File: src/rtl/pfrv_pkg.sv
// Shared pfr-v decode definitions: opcodes, immediate formats, source-use helpers.
// Latency: none (constants and pure functions).
// Backpressure: not applicable.
package pfrv_pkg;

  localparam logic [6:0] OP_LOAD   = 7'b0000011;
  localparam logic [6:0] OP_IMM    = 7'b0010011;
  localparam logic [6:0] OP_IMM32  = 7'b0011011;
  localparam logic [6:0] OP_JALR   = 7'b1100111;
  localparam logic [6:0] OP_STORE  = 7'b0100011;
  localparam logic [6:0] OP_BRANCH = 7'b1100011;
  localparam logic [6:0] OP_LUI    = 7'b0110111;
  localparam logic [6:0] OP_AUIPC  = 7'b0010111;
  localparam logic [6:0] OP_JAL    = 7'b1101111;
  localparam logic [6:0] OP_R      = 7'b0110011;
  localparam logic [6:0] OP_R32    = 7'b0111011;

  typedef enum logic [2:0] {
    IMM_I,
    IMM_S,
    IMM_B,
    IMM_U,
    IMM_J,
    IMM_NONE
  } imm_fmt_t;

  // Immediate layout implied by the opcode; unknown opcodes carry no immediate.
  function automatic imm_fmt_t imm_fmt_of(input logic [6:0] op);
    imm_fmt_t f;
    case (op)
      OP_LOAD, OP_IMM, OP_IMM32, OP_JALR: f = IMM_I;
      OP_STORE:                           f = IMM_S;
      OP_BRANCH:                          f = IMM_B;
      OP_LUI, OP_AUIPC:                   f = IMM_U;
      OP_JAL:                             f = IMM_J;
      default:                            f = IMM_NONE;
    endcase
    return f;
  endfunction

  // rs1 field is a real source for everything except LUI/AUIPC/JAL.
  function automatic logic uses_rs1(input logic [6:0] op);
    return !(op == OP_LUI || op == OP_AUIPC || op == OP_JAL);
  endfunction

  // rs2 field is a real source only for register-register, store and branch.
  function automatic logic uses_rs2(input logic [6:0] op);
    return (op == OP_R || op == OP_R32 || op == OP_STORE || op == OP_BRANCH);
  endfunction

endpackage

File: src/rtl/regfile_wb.sv
// Register file, 2 read / 1 write, x0 hardwired to zero, optional write-back bypass.
// Latency: reads combinational; write lands on the rising edge.
// Backpressure: none; writes are always accepted.
module regfile_wb #(
  parameter int N         = 64,
  parameter int NREG      = 32,
  parameter int WB_BYPASS = 1
) (
  input  logic         clk,
  input  logic         rst_n,
  input  logic [4:0]   i_ra1,
  input  logic [4:0]   i_ra2,
  output logic [N-1:0] o_rd1,
  output logic [N-1:0] o_rd2,
  input  logic         i_we3,
  input  logic [4:0]   i_wa3,
  input  logic [N-1:0] i_wd3
);

  localparam int AW = $clog2(NREG);

  logic [N-1:0] r_mem [NREG];
  logic         w_wr_ok;

  // Indices beyond the implemented registers behave like x0: never written, read 0.
  assign w_wr_ok = i_we3 && (i_wa3 != 5'd0) && (32'(i_wa3) < NREG);

  function automatic logic [N-1:0] read_port(input logic [4:0] a);
    logic [N-1:0] v;
    v = '0;
    if (a != 5'd0 && 32'(a) < NREG) begin
      if (WB_BYPASS != 0 && w_wr_ok && i_wa3 == a) v = i_wd3;
      else                                          v = r_mem[a[AW-1:0]];
    end
    return v;
  endfunction

  assign o_rd1 = read_port(i_ra1);
  assign o_rd2 = read_port(i_ra2);

  // Storage: cleared asynchronously, written on the rising edge.
  always_ff @(posedge clk or negedge rst_n) begin
    if (!rst_n) begin
      for (int i = 0; i < NREG; i++) r_mem[i] <= '0;
    end else if (w_wr_ok) begin
      r_mem[i_wa3[AW-1:0]] <= i_wd3;
    end
  end

endmodule

File: src/rtl/decode_stage.sv
// pfr-v decode: register read, immediate generation, load-use hazard, ID/EX register.
// Latency: 1 cycle from D inputs to _E outputs.
// Backpressure: stall_D holds IF/ID for one cycle on load-use; flush overrides it.
module decode_stage
  import pfrv_pkg::*;
#(
  parameter int N         = 64,
  parameter int NREG      = 32,
  parameter int WB_BYPASS = 1
) (
  input  logic         clk,
  input  logic         reset_n,
  input  logic         valid_D,
  input  logic [31:0]  instr_D,
  input  logic [N-1:0] pc_D,
  input  logic         flush_D,
  input  logic         regWrite_W,
  input  logic [4:0]   wa3_W,
  input  logic [N-1:0] writeData3_W,
  output logic         stall_D,
  output logic         valid_E,
  output logic [N-1:0] pc_E,
  output logic [N-1:0] readData1_E,
  output logic [N-1:0] readData2_E,
  output logic [N-1:0] signImm_E,
  output logic [4:0]   rs1_E,
  output logic [4:0]   rs2_E,
  output logic [4:0]   rd_E,
  output logic [6:0]   opcode_E,
  output logic [2:0]   funct3_E,
  output logic         funct7b5_E
);

  logic [6:0]   w_op;
  logic [4:0]   w_rs1;
  logic [4:0]   w_rs2;
  logic [4:0]   w_rd;
  imm_fmt_t     w_fmt;
  logic [31:0]  w_imm32;
  logic [N-1:0] w_imm;
  logic [N-1:0] w_rd1;
  logic [N-1:0] w_rd2;
  logic         w_hazard;
  logic         w_bubble;

  assign w_op  = instr_D[6:0];
  assign w_rs1 = instr_D[19:15];
  assign w_rs2 = instr_D[24:20];
  assign w_rd  = instr_D[11:7];
  assign w_fmt = imm_fmt_of(w_op);

  regfile_wb #(.N(N), .NREG(NREG), .WB_BYPASS(WB_BYPASS)) u_rf (
    .clk   (clk),
    .rst_n (reset_n),
    .i_ra1 (w_rs1),
    .i_ra2 (w_rs2),
    .o_rd1 (w_rd1),
    .o_rd2 (w_rd2),
    .i_we3 (regWrite_W),
    .i_wa3 (wa3_W),
    .i_wd3 (writeData3_W)
  );

  // Assemble the 32-bit immediate for the decoded format; sign lives in instr[31].
  always_comb begin
    w_imm32 = '0;
    case (w_fmt)
      IMM_I:   w_imm32 = {{20{instr_D[31]}}, instr_D[31:20]};
      IMM_S:   w_imm32 = {{20{instr_D[31]}}, instr_D[31:25], instr_D[11:7]};
      IMM_B:   w_imm32 = {{19{instr_D[31]}}, instr_D[31], instr_D[7],
                          instr_D[30:25], instr_D[11:8], 1'b0};
      IMM_U:   w_imm32 = {instr_D[31:12], 12'b0};
      IMM_J:   w_imm32 = {{11{instr_D[31]}}, instr_D[31], instr_D[19:12],
                          instr_D[20], instr_D[30:21], 1'b0};
      default: w_imm32 = '0;
    endcase
  end

  assign w_imm = N'($signed(w_imm32));

  // Load in E whose destination is a live source of D; only ID/EX state and D fields
  // feed this, so there is no path from the write-back port to stall_D.
  assign w_hazard = valid_E && (opcode_E == OP_LOAD) && (rd_E != 5'd0) && valid_D &&
                    ((uses_rs1(w_op) && (w_rs1 == rd_E)) ||
                     (uses_rs2(w_op) && (w_rs2 == rd_E)));

  // A flushed instruction is dead, so it never needs to hold the front end.
  assign stall_D  = w_hazard && !flush_D;
  assign w_bubble = flush_D || w_hazard || !valid_D;

  // ID/EX register: bubbles load all-zero so they can never look like a load.
  always_ff @(posedge clk or negedge reset_n) begin
    if (!reset_n) begin
      valid_E     <= 1'b0;
      pc_E        <= '0;
      readData1_E <= '0;
      readData2_E <= '0;
      signImm_E   <= '0;
      rs1_E       <= '0;
      rs2_E       <= '0;
      rd_E        <= '0;
      opcode_E    <= '0;
      funct3_E    <= '0;
      funct7b5_E  <= 1'b0;
    end else if (w_bubble) begin
      valid_E     <= 1'b0;
      pc_E        <= '0;
      readData1_E <= '0;
      readData2_E <= '0;
      signImm_E   <= '0;
      rs1_E       <= '0;
      rs2_E       <= '0;
      rd_E        <= '0;
      opcode_E    <= '0;
      funct3_E    <= '0;
      funct7b5_E  <= 1'b0;
    end else begin
      valid_E     <= 1'b1;
      pc_E        <= pc_D;
      readData1_E <= w_rd1;
      readData2_E <= w_rd2;
      signImm_E   <= w_imm;
      rs1_E       <= w_rs1;
      rs2_E       <= w_rs2;
      rd_E        <= w_rd;
      opcode_E    <= w_op;
      funct3_E    <= instr_D[14:12];
      funct7b5_E  <= instr_D[30];
    end
  end

endmodule

File: config.mk
export PLATFORM = sky130hd
export DESIGN_NAME = decode_stage
export DESIGN_NICKNAME = d
export VERILOG_FILES = /design/src/rtl/pfrv_pkg.sv /design/src/rtl/regfile_wb.sv /design/src/rtl/decode_stage.sv
export SDC_FILE = /design/constraint.sdc
export NUM_CORES = 2
export LEC_CHECK = 0
export ABC_CLOCK_PERIOD_IN_PS = 4880
export BUFFER_PORTS_ARGS = -buffer_cell sky130_fd_sc_hd__buf_2
export CAP_MARGIN = 15
export CORE_MARGIN = 5
export CORE_UTILIZATION = 50
export CTS_CLUSTER_SIZE = 20
export DETAILED_ROUTE_END_ITERATION = 7
export PLACE_DENSITY = 0.67
export REMOVE_ABC_BUFFERS = 1
export SLEW_MARGIN = 20
export SYNTH_ARGS = -nofsm -noshare
export SYNTH_HDL_FRONTEND = slang
export SYNTH_SLANG_ARGS = --single-unit
File: constraint.sdc
create_clock -name clk -period 4.88 [get_ports clk]
set_clock_uncertainty 0.1 [all_clocks]
set_input_delay 0.976 -clock clk [delete_from_list [all_inputs] [get_ports clk]]
set_output_delay 0.976 -clock clk [all_outputs]
set_load 0.05 [all_outputs]
Word-level counts from Yosys, hierarchy flattened. Index checks and enable logic that the tools add are counted.

Order comparisons: 4. Equality and inequality tests: 20. Mux-type cells: 26. Bitwise logic cells: 3. Reduce and logical (&&, ||, !) cells: 29.

Operator list (number): $bwmux 2048 (1); $mux 64 (13); $bmux 64 s5 (2); $demux 64 s5 (1); $pmux 32 s5 (1); $eq 7x6->1 const B (4); $eq 7x5->1 const B (3); $eq 7x7->1 const B (3); $eq 5x5->1 (4); $reduce_bool 5->1 (4); $ge 6x6->1 const B (3); $not 5->6 (3); $mux 5 (3); $pmux 3 s5 (1); $eq 7x2->1 const B (2); $logic_and 1x1->1 (11); $logic_or 1x1->1 (8); $mux 7 (1); $eq 3x2->1 const B (2); $lt 6x1->1 const B (1); $reduce_or 4->1 (1); $eq 3x1->1 const B (1); $eq 3x3->1 const B (1); $logic_not 1->1 (3); other kinds (4) (5).

Bits in registers: 2331. Bits of input ports: 170. Output and inout bits: 284. Logic and storage cells: 125.

Logic depth before layout (Yosys ltp).
Word-level depth: 10. Gate-level depth with buffers: 11. Mapped depth without buffers: 6.

Modules after synthesis. Synthesis repeated with hierarchy kept, for this count alone.

Cell total of the unflattened synthesis: 8220. Area, all modules: 118235.9 µm².

By module, submodules not included: regfile_wb (instances 1, cells an instance 7556, area an instance 109352.4 µm², seq. area each 51249.2 µm²); decode_stage (instances 1, cells an instance 664, area an instance 8883.5 µm², seq. area each 6281.0 µm²).

Least setup slack after synthesis. Ideal clock, no wire load.

Path type: input -> output. Start point: input port instr_D[18]. End point: output port stall_D. Arrival: 2.918 ns. Data required time: 3.804 ns. Path slack: 0.886 ns. Stages on the path: 7. Path buffers: 2. Cell sequence: clkbuf_1 > xnor2_1 > nand3_1 > nor4_2 > o2111ai_4 > clkbuf_1 > nor2_1.

Word-level cells in the longest chain between the ends: 5.

RTL lines: start, declared (line decode_stage.sv:14) `input logic [31:0] instr_D,`; $eq 5x5->1 (line decode_stage.sv:84) `((uses_rs1(w_op) && (w_rs1 == rd_E)) ||`; $logic_and 1x1->1 (line decode_stage.sv:84); $logic_or 1x1->1 (line decode_stage.sv:84); $logic_and 1x1->1 (line decode_stage.sv:83) `assign w_hazard = valid_E && (opcode_E == OP_LOAD) && (rd_E != 5'd0) && valid_D &&`; $logic_and 1x1->1 (line decode_stage.sv:88) `assign stall_D = w_hazard && !flush_D;`; end, declared (line decode_stage.sv:20) `output logic stall_D,`.

Every way passes these cells.

Worst setup path after layout.
Start point: register rd_E[2]. End point: output port stall_D.

Word-level cells in the longest chain between the ends: 5. Elaborated cells on any way between the ends: 10. Classes of those cells: eq/ne (2); reduce/logical (8).

RTL lines: start, declared (line decode_stage.sv:28) `output logic [4:0] rd_E,`; start signal, assigned (line decode_stage.sv:125) `rd_E <= w_rd;`; $eq 5x5->1 (tied with other cells) (line decode_stage.sv:84); $logic_and 1x1->1, on equally long branches (line decode_stage.sv:84, decode_stage.sv:83, decode_stage.sv:85); $logic_or 1x1->1 or $logic_and 1x1->1 (tied branches) (line decode_stage.sv:84, decode_stage.sv:83); $logic_and 1x1->1 * (line decode_stage.sv:83); $logic_and 1x1->1 * (line decode_stage.sv:88).

Mark *: on every way between the ends. The rest lies on a longest branch, timed or not.

==> impl_summary.log <==
[metrics] EDFF count, synth: 0
[metrics] wire length of the first global-routing pass: 595,000 µm
[metrics] critical register-to-register path endpoint: readData1_E[60]$_DFF_PN0_
[metrics] critical path class: reg -> out
[metrics] Detailed Place HPWL: 240,000 µm
[metrics] Post-synth top flop: sky130_fd_sc_hd__dfrtp_1
[metrics] TritonCTS clock tree: done
[metrics] Worst R2R Start: rd_E[2]$_DFF_PN0_
[metrics] Routed wire per std cell: 37.0 µm
[metrics] max-slew headroom at the worst pin: 15.5%
[metrics] setup slack at placement: 0.0576 ns
[metrics] wire length after detailed routing: 416,000 µm
[metrics] count of nets left with antenna violations after detail routing: 0
[metrics] Worst Path Required: 3.80 ns
[metrics] sequential share of the synthesized area: 48.9%
[metrics] Power Dens Cells: 422 mW/mm²
[metrics] maximum fanout along the worst path: 4
[metrics] minimum setup slack among reg-to-reg paths: 0.70 ns
[metrics] number of buffers on the longest clock path: 3
[metrics] proportion of netlist area held by the largest area contributor: about half
[metrics] Cell Area, Placed: between 0.1 and 0.15 mm²
[metrics] Die X-Extent: 495 µm
[metrics] min setup slack post-route: around 0.11 ns
[metrics] Total Die Area: 0.245 mm²
[metrics] max-slew violation count: 0
[metrics] post-synthesis cell type with the largest combined area: sky130_fd_sc_hd__dfrtp_1
[metrics] Clock transition at path regs: 0.06 ns
[metrics] hold_sp: pc_D[12]
[metrics] placed instance count: 10,800
[metrics] startpoint of the worst setup timing path: rd_E[2]$_DFF_PN0_
[metrics] commonest non-fill, non-tap cell in the layout: sky130_fd_sc_hd__dfrtp_1
[metrics] cells taking the most area after synthesis: sky130_fd_sc_hd__dfrtp_1 49%, sky130_fd_sc_hd__mux2_2 19%, sky130_fd_sc_hd__mux4_2 19%
[metrics] synthesized cell area: about 0.12 mm²
[metrics] via total after detailed routing: 77,800
[metrics] synthesized area per cell: 15.2 µm²
[metrics] post-synthesis async set-or-reset flop share: 100%
[metrics] hold crit path type: in -> reg
[metrics] drt first pass iters: 5
[metrics] final critical-path required period: approximately 4.8 ns
[metrics] relative contribution of combinational cells to total power: about a fifth
[metrics] initial antenna violation count: 35
[metrics] endpoint type of the worst setup path: output pin
[metrics] DRC errors left: 0
[metrics] later-pin clock latency in the skew report: 0.89 ns
[metrics] most frequent cells in the layout: 2,294 x sky130_fd_sc_hd__dfrtp_1, 2,025 x sky130_fd_sc_hd__mux2_2, 1,011 x sky130_fd_sc_hd__mux4_2
[metrics] via/cell ratio: 6.92
[metrics] Non-Filler Cell Area, Final: 0.132 mm²
[metrics] total clock buffers created by CTS: 238
[metrics] die height: 495 µm
[metrics] initial cell density of the core: 50.2%
[metrics] RSZ-0062 raised after global routing: false
[metrics] depth of the CTS H-tree: 4
[metrics] leakage dissipation: 58.6 nW
[metrics] area added between synthesis and finish: 12.5%
[metrics] Pint: 40.7 mW
[metrics] crit path capture: stall_D
[metrics] maximum number of pins on one net before global-route repair: 163
[metrics] run status: completed
[metrics] vias in the first global route: between 70,000 and 80,000
[metrics] Cell variety after synth: 77
[metrics] post-route worst hold slack: between 0.2 and 0.25 ns
[metrics] number of non-filler instances in the completed layout: 11,200
[metrics] switching share of total power: 27.1%
[metrics] Cell Rows: 178
[metrics] IO Pins: 454
[metrics] Final Net Count: 8,032
[metrics] maximum capacitance violations: 0
[metrics] worst supply voltage drop on vdd: 319 µV
[metrics] maximum clock frequency: between 200 and 250 MHz
[metrics] Overall Global Routing Usage: 33.7%
[metrics] fraction of layout cells with a size suffix above 1: 53.2%
[metrics] clock group share of total power: around 36%
[metrics] transition time of the tightest slew-check pin: 1.27 ns
[metrics] net switching power of the design: 15.1 mW
[metrics] Synth warnings: 0
[metrics] count of mapped cells out of synthesis: between 7,000 and 8,000
[metrics] number of register bits inferred by synthesis: 2,299
[metrics] routability cong.: 0.948
[metrics] total count of hold-check failures in the final report: 0
[metrics] number of cells on the worst reg-to-reg path: 9
[metrics] ratio of final minimum period to clock period: 97.8%
[metrics] count of input and output buffers: 453
[metrics] residual overflow from global routing: 0
[metrics] total clock sinks: 2,299
[metrics] Root Buffer Master: sky130_fd_sc_hd__clkbuf_16
[metrics] core outline area: 0.235 mm²
[metrics] Seq pwr share: about 45%
[metrics] drt initial violations: 9,118
[metrics] data arrival time of the worst path: 3.70 ns
[metrics] final-report setup violation count: 0
[metrics] nature of the critical path startpoint: flip-flop
## cell type report
cell class | count | area, µm²
Clock buffer | 349 | 7160
Clock inverter | 99 | 1510
Inverter | 7 | 48.8
Antenna cell | 14 | 35.0
Multi-Input combinational cell | 4557 | 56400
Fill cell | 18500 | 102000
Tap cell | 3150 | 3940
Sequential cell | 2299 | 57500
Timing Repair Buffer | 759 | 5800
## metal layers
metal / GRT usage, % / wire length, µm
met3: 8.06 / 39600
met5: 0 / 158
met1: 45.1 / 159000
met2: 52.1 / 192000
met4: 16.6 / 24900
## synthesized netlist by cell type (3+ instances only)
library cell                  n
sky130_fd_sc_hd__mux4_1       5
sky130_fd_sc_hd__nor4_1       6
sky130_fd_sc_hd__buf_4       78
sky130_fd_sc_hd__dfrtp_1   2299
sky130_fd_sc_hd__nand2_1    124
sky130_fd_sc_hd__nor3b_1     10
sky130_fd_sc_hd__o31ai_1      3
sky130_fd_sc_hd__a31oi_1     15
sky130_fd_sc_hd__a32oi_1      6
sky130_fd_sc_hd__xor2_1       8
sky130_fd_sc_hd__a22oi_1     38
sky130_fd_sc_hd__nand3_1     33
sky130_fd_sc_hd__a21oi_1     75
sky130_fd_sc_hd__a31o_2      15
sky130_fd_sc_hd__mux4_2    1011
sky130_fd_sc_hd__o211ai_1     5
sky130_fd_sc_hd__mux2_2    2025
sky130_fd_sc_hd__buf_2      188
sky130_fd_sc_hd__nor3_1     131
sky130_fd_sc_hd__buf_1       37
sky130_fd_sc_hd__or2_2        5
sky130_fd_sc_hd__nand4b_1     4
sky130_fd_sc_hd__o2111a_1     3
sky130_fd_sc_hd__nor4_2       3
sky130_fd_sc_hd__o221ai_1    11
sky130_fd_sc_hd__o21ai_0     62
sky130_fd_sc_hd__xnor2_1     12
sky130_fd_sc_hd__inv_2        3
sky130_fd_sc_hd__nor2_1     175
sky130_fd_sc_hd__buf_6       20
sky130_fd_sc_hd__mux2i_1    348
sky130_fd_sc_hd__and2_1       8
sky130_fd_sc_hd__or3_1        3
sky130_fd_sc_hd__o211a_1      3
sky130_fd_sc_hd__o32ai_1      3
sky130_fd_sc_hd__a211oi_1    63
sky130_fd_sc_hd__o22ai_1    103
sky130_fd_sc_hd__a221oi_1    66
sky130_fd_sc_hd__and3_1      87
sky130_fd_sc_hd__nand4_1      6
sky130_fd_sc_hd__clkbuf_1   578
sky130_fd_sc_hd__nand2b_1     9
sky130_fd_sc_hd__nor2b_1     17
sky130_fd_sc_hd__a221o_1     18
## what timing repair did
action | 4_1_cts | 5_1_grt
hold buffers | 1 | 0
gates resized for setup | 9 | 1
gates cloned | 0 | 0
buffers inserted | 0 | 0
endpoints found under the setup margin | 1 | 1
endpoints found under the hold margin | 30 | 0
## worst max-delay path, cell delays in order (launching register included)
cell and delay (ns):
sky130_fd_sc_hd__dfrtp_2 0.65, sky130_fd_sc_hd__xor2_1 0.28, sky130_fd_sc_hd__nor4_2 0.43, sky130_fd_sc_hd__buf_4 0.36, sky130_fd_sc_hd__and4_1 0.31, sky130_fd_sc_hd__o2111ai_4 0.14
sky130_fd_sc_hd__nor2_1 0.27, sky130_fd_sc_hd__buf_2 0.33
## how the worst min path moves through the flow
stage | to | cells after the start
final | pc_E[12]$_DFF_PN0_ | 2
after CTS | pc_E[10]$_DFF_PN0_ | 2
after floorplan | u_rf.r_mem[1984]$_DFFE_PN0P_ | 0
after global placement | u_rf.r_mem[2016]$_DFFE_PN0P_ | 0
after detailed placement | u_rf.r_mem[2008]$_DFFE_PN0P_ | 0
after global routing | pc_E[41]$_DFF_PN0_ | 2
## cells by family (layout without fill, tap and decap cells)
logic type / after synthesis / count (layout) / share of synthesized area, %
AO/OA/AOI/OAI: 512 / 512 / 3.08
multiplexers: 3390 / 3390 / 41.8
other: 0 / 14 / 0
flip-flops: 2299 / 2299 / 48.9
AND/OR/NAND/NOR: 635 / 635 / 2.63
buffers and inverters: 912 / 1214 / 3.51
XOR/XNOR: 20 / 20 / 0.149
## through the flow
stage / power [mW] / utilization, % / setup TNS (ns)
3_3_place_gp: 35.3 / 52.7 / -0.0200
2_1_floorplan: 31.8 / - / -270.42
6_report: 55.9 / 56.4 / 0
4_1_cts: 55.9 / 56.4 / 0
3_5_place_dp: 35.8 / 52.7 / 0
5_1_grt: 57.9 / 56.4 / 0
## power by group through the flow
stage	Combinational (mW)	Clock [mW]	Sequential [mW]
floorplan	7.26	0	24.5
global placement	10.5	0	24.7
detailed placement	10.8	0	25.1
CTS	10.8	20.3	24.7
global route	11.5	21.1	25.2
finish	10.8	20.2	24.9
## state kept, by name (all words and copies together), names as in the netlist, 7 cells and up
register     count
readData2_E     64
readData1_E     64
u_rf.r_mem    2048
signImm_E       32
pc_E            64
opcode_E         7
(Power assumes the default switching activity.)
